===== src/rtl/mem_arb_pkg.sv =====
// Shared types and constants for the unified-memory arbiter: owner encoding,
// access width codes, ROM region select bit and the alignment rule.
package mem_arb_pkg;

  typedef enum logic [1:0] {
    OWN_NONE = 2'd0,
    OWN_INST = 2'd1,
    OWN_DATA = 2'd2
  } owner_e;

  localparam logic [1:0] WIDTH_BYTE = 2'b00;
  localparam logic [1:0] WIDTH_HALF = 2'b01;
  localparam logic [1:0] WIDTH_WORD = 2'b10;

  localparam int ROM_SEL_BIT = 10;

  // Width code 2'b11 has no legal alignment and is always rejected.
  function automatic logic misaligned(input logic [1:0] width, input logic [1:0] addr_lo);
    logic bad;
    unique case (width)
      WIDTH_BYTE: bad = 1'b0;
      WIDTH_HALF: bad = addr_lo[0];
      WIDTH_WORD: bad = (addr_lo != 2'b00);
      default:    bad = 1'b1;
    endcase
    return bad;
  endfunction

endpackage


===== src/rtl/arb_starve_ctr.sv =====
// Counts consecutive cycles in which a pending fetch is denied; flags
// starvation once the count reaches STARVE_MAX so the next conflict goes to fetch.
module arb_starve_ctr #(
  parameter int STARVE_MAX = 4
) (
  input  logic clk,
  input  logic rst_n,
  input  logic i_req,
  input  logic i_grant,
  output logic starved
);

  localparam int CNT_W = $clog2(STARVE_MAX + 2);

  logic [CNT_W-1:0] cnt_p1;

  assign starved = (cnt_p1 >= CNT_W'(STARVE_MAX));

  // Saturates at STARVE_MAX; a starved fetch is always granted next cycle anyway.
  always_ff @(posedge clk) begin
    if (!rst_n) begin
      cnt_p1 <= '0;
    end else if (!i_req || i_grant) begin
      cnt_p1 <= '0;
    end else if (!starved) begin
      cnt_p1 <= cnt_p1 + 1'b1;
    end
  end

endmodule


===== src/rtl/mem_arbiter.sv =====
// Arbitrates instruction fetch and data ports onto one single-port memory with
// 1-cycle synchronous read; one acceptance per cycle, response the cycle after.
module mem_arbiter
  import mem_arb_pkg::*;
#(
  parameter int ADDR_W     = 32,
  parameter int DATA_W     = 32,
  parameter int STARVE_MAX = 4
) (
  input  logic              clk,
  input  logic              rst_n,
  input  logic              i_req,
  input  logic [ADDR_W-1:0] i_address,
  output logic              i_ready,
  output logic              i_valid,
  output logic [DATA_W-1:0] i_data,
  input  logic              d_req,
  input  logic              d_write,
  input  logic [1:0]        d_width,
  input  logic [ADDR_W-1:0] d_address,
  input  logic [DATA_W-1:0] d_wdata,
  output logic              d_ready,
  output logic              d_valid,
  output logic              d_err,
  output logic [DATA_W-1:0] d_rdata,
  output logic              mem_en,
  output logic              mem_write,
  output logic [1:0]        mem_width,
  output logic [ADDR_W-1:0] mem_address,
  output logic [DATA_W-1:0] mem_wdata,
  input  logic [DATA_W-1:0] mem_rdata
);

  owner_e owner_p1, owner_nxt;
  logic   err_p1, wr_p1;
  logic   starved, i_grant, d_grant, d_bad;

  arb_starve_ctr #(
    .STARVE_MAX(STARVE_MAX)
  ) u_starve (
    .clk    (clk),
    .rst_n  (rst_n),
    .i_req  (i_req),
    .i_grant(i_grant),
    .starved(starved)
  );

  // Data wins conflicts unless the fetch side has been starved.
  always_comb begin
    d_bad   = misaligned(d_width, d_address[1:0]) || (d_write && !d_address[ROM_SEL_BIT]);
    d_grant = rst_n && d_req && !(i_req && starved);
    i_grant = rst_n && i_req && !d_grant;
  end

  // ---- stage p0 -> p1: record who owns the response of this acceptance ----
  always_ff @(posedge clk) begin
    if (!rst_n) begin
      owner_p1 <= OWN_NONE;
      err_p1   <= 1'b0;
      wr_p1    <= 1'b0;
    end else begin
      owner_p1 <= owner_nxt;
      err_p1   <= d_bad;
      wr_p1    <= d_write;
    end
  end

  always_comb begin
    owner_nxt = OWN_NONE;
    if (i_grant) begin
      owner_nxt = OWN_INST;
    end else if (d_grant) begin
      owner_nxt = OWN_DATA;
    end
  end

  always_comb begin
    i_ready     = i_grant;
    d_ready     = d_grant;
    mem_en      = 1'b0;
    mem_write   = 1'b0;
    mem_width   = 2'b00;
    mem_address = '0;
    mem_wdata   = '0;
    if (i_grant) begin
      mem_en      = 1'b1;
      mem_width   = WIDTH_WORD;
      mem_address = i_address;
    end else if (d_grant && !d_bad) begin
      mem_en      = 1'b1;
      mem_write   = d_write;
      mem_width   = d_width;
      mem_address = d_address;
      mem_wdata   = d_wdata;
    end

    // Responses are masked during reset so an in-flight access never surfaces.
    i_valid = rst_n && (owner_p1 == OWN_INST);
    d_valid = rst_n && (owner_p1 == OWN_DATA);
    d_err   = d_valid && err_p1;
    i_data  = i_valid ? mem_rdata : '0;
    d_rdata = (d_valid && !err_p1 && !wr_p1) ? mem_rdata : '0;
  end

endmodule


===== config.mk =====
export PLATFORM = sky130hd
export DESIGN_NAME = mem_arbiter
export DESIGN_NICKNAME = d
export VERILOG_FILES = /design/src/rtl/mem_arb_pkg.sv /design/src/rtl/arb_starve_ctr.sv /design/src/rtl/mem_arbiter.sv
export SDC_FILE = /design/constraint.sdc
export NUM_CORES = 1
export LEC_CHECK = 0
export ABC_AREA = 1
export CAP_MARGIN = 20
export CORE_AREA = 2 2 107 109
export DETAILED_ROUTE_END_ITERATION = 8
export DIE_AREA = 0 0 109 111
export PLACE_DENSITY = 0.68
export SYNTH_ARGS = -nofsm -noshare
export SYNTH_HDL_FRONTEND = slang
export SYNTH_HIERARCHICAL = 1
export SYNTH_SLANG_ARGS = --single-unit

===== constraint.sdc =====
create_clock -name clk -period 1.3 [get_ports clk]
set_input_delay 0.13 -clock clk [delete_from_list [all_inputs] [get_ports clk]]
set_output_delay 0.13 -clock clk [all_outputs]
set_load 0.05 [all_outputs]

==> results.cfg <==
[critical_path]
r2r_cells = 8
cp_slowest_cell = dfxtp_2
r2r-start = u_starve/cnt_p1[2]
worst-path-max-fanout = 6
crit_required_ns = 1.17
critical_path.cell_chain = nand2_2, inv_4, nor2_8, nand3_4, buf_12, buf_12, nor2_4, buf_12
cpPeakStageDelay_ns = 0.31
critical_path_class = reg -> out
r2r_slack_ns = -0.01
regToRegEndpoint = u_starve/cnt_p1[2]
cp_common_cell = buf_12
crit_path_end_kind = output port
critical_path_arrival_ns = 1.53
startpoint_type = flip-flop

[clock_tree]
numCtsBuffers = 3
cts_tree = built
clk_pin_slew_worst_paths_ns = 0.04
cts_buffer_depth = 2
cts-root-buf = clkbuf_16
htree_levels = 1
clk_latency_ns = 0.23
cts.sink_count = 7
ctsHoldBuffers = 0

[synth]
synth_area_leader_cell = nor2_1
ys_warn_count = 6
avgSynthCellArea_um2 = 4.630
synth.distinct_cells = 18
syn_area_um2 = 1593
yosysSeqAreaShare = 0.08798
synthCells = 344
netlist.area_leader.share = 0.2522
ys_seq_elements = 7
synthTopCellsByArea = nor2_1 25%, nand2_1 19%, inv_1 19%
syn_nets = 481

[layout]
drive_gt1_frac = 0.5743
design_area_um2 = 7880
final_cell_mix = 154 x buf_12, 125 x clkdlybuf4s50_1, 101 x nor2_4
finalNetCount = 791
fin_cells = 797
final_common_cell = buf_12
syn2layout_area_growth_pct = 394.7

[die]
start_util = 0.1438
die_x_um = 109
dieArea_um2 = 12100
placeableCoreArea_um2 = 11080
pin_count = 272
fp.dieH_um = 111
rows = 39

[routing]
ant_nets = 0
dr.pass1.iters = 4
initialDrtViolationCount = 105
routed_wl_mm = 13.05
wl_per_cell_um = 16.38
drc = 0
vias = 3398
viasPerCell = 4.263

[global_routing]
grt_overflow_total = 0
grt_usage = 0.1998
grt_pass1_vias = 3627
grt_max_degree = 34
grt_pass1_wl_mm = 18.89
antenna_found_initial = 1

[timing]
period_minus_slack_ns = 1.662
tightest_slew_ns = 0.2339
period_share = 1.279
hold_viol = 0
rsz0062_at_grt = yes
clock_skew_ns = 0.0008669
slew_headroom = 0.8439
slew_viol_final = 0
fin_ws_ns = -0.3623
max_freq_mhz = 601.6
finalSetupViolCount = 137

[worst_hold_path]
hold_class = in -> reg
hold_path_depth = 3
hp-start = rst_n
holdPathEnd = owner_p1[0]

[placed_design]
globalplace.congestion = 0.8361
io_buffers = 271
dpl_cell_area_um2 = 6813
dp.cells = 764
hpwlAfterDp_mm = 9.490

[pwr]
p_leak_nw = 3.315
power_density_nw_per_um2 = 397.5
vdd_drop_max_mv = 0.2905

[outcome]
violations = negative setup slack
run_status = finished with violations

[job]
cap_violations = 0
[worst max-delay path: cells and delay by family, from the launching register on]
kind	cells	cell delay, ns
buffers and inverters	4	0.51
and+or+nand+nor	4	0.48
DFF	1	0.31
[report_power, final]
group | internal (W) | switching (W) | leakage [nW]
Clock | 0.000407 | 0.000107 | 0.0382
Combinational | 0.00121 | 0.00118 | 3.22
Sequential | 0.000226 | 0.00000837 | 0.0592
[kinds of logic (layout without fill, tap and decap cells)]
group           count (synthesis)  count (layout)  synth area share
simple gates                  231             231            0.6261
buf+inv                       103             412            0.2671
flops                           7               7           0.08798
fa+ha+maj                       2               2           0.01571
compound gates                  1               1          0.003139
other cells                     0               1                 0
[worst max-delay path by stage]
stage / from / end / cells after the start
detailed placement: rst_n / d_rdata[24] / 9
finish: u_starve/cnt_p1[2] / mem_wdata[10] / 8
global route: u_starve/cnt_p1[2] / mem_address[20] / 8
CTS: u_starve/cnt_p1[2] / mem_wdata[12] / 9
floorplan: owner_p1[1] / i_data[22] / 4
global placement: rst_n / mem_address[13] / 7
[synth_stat cells, drive strengths merged]
cell and count:
nor2 110, nand2 84, inv 80, nand4 33, buf 16, clkbuf 7, dfxtp 7, ha 2
nand3 2, a21oi 1, nand3b 1, or2 1
[sequential cells by signal, summed over array words and instances, names as in the netlist]
signal and cells:
owner_p1 2, err_p1 1, u_starve/cnt_p1 3, wr_p1 1
[metal layers]
layer / part of all wire / up-vias / GRT usage / wire (um)
li1: - / 1632 / - / -
met2: 0.57 / 182 / 0.3938 / 7472
met4: 0.025 / 0 / 0.05897 / 326
met1: 0.31 / 1562 / 0.1867 / 3993
met5: 0 / - / 0 / 0
met3: 0.096 / 22 / 0.06937 / 1258
[through the flow]
stage                       util  total power [W]  setup WS [ns]  hold WS (ns)  setup TNS (ns)
after global placement    0.6150         0.002292        -0.4457        0.5127          -50.58
after floorplan                -         0.001162        -0.1792        0.2235          -16.95
after global routing      0.7112         0.003261        -0.4352        0.3712          -40.77
final                     0.7114         0.003132        -0.3623        0.3547          -33.37
after detailed placement  0.6150         0.002322        -0.5246        0.5352          -57.71
after CTS                 0.6881         0.003066        -0.3890        0.3672          -32.95
[final cells by class]
class / count / area (um^2)
multi-input combinational: 234 / 2130
tap: 143 / 178.9
timing repair buffer: 328 / 5020
sequential: 7 / 146.4
antenna: 1 / 2.502
clock buffer: 4 / 78.83
inverter: 80 / 324.1
fill: 754 / 3197
[timing repair]
action | in CTS | in global routing
cloned | 10 | 6
resized for setup | 113 | 52
buffers inserted | 16 | 5
pin swaps | 31 | 45
endpoints found under the setup margin | 139 | 140
(Power assumes the default switching activity.)
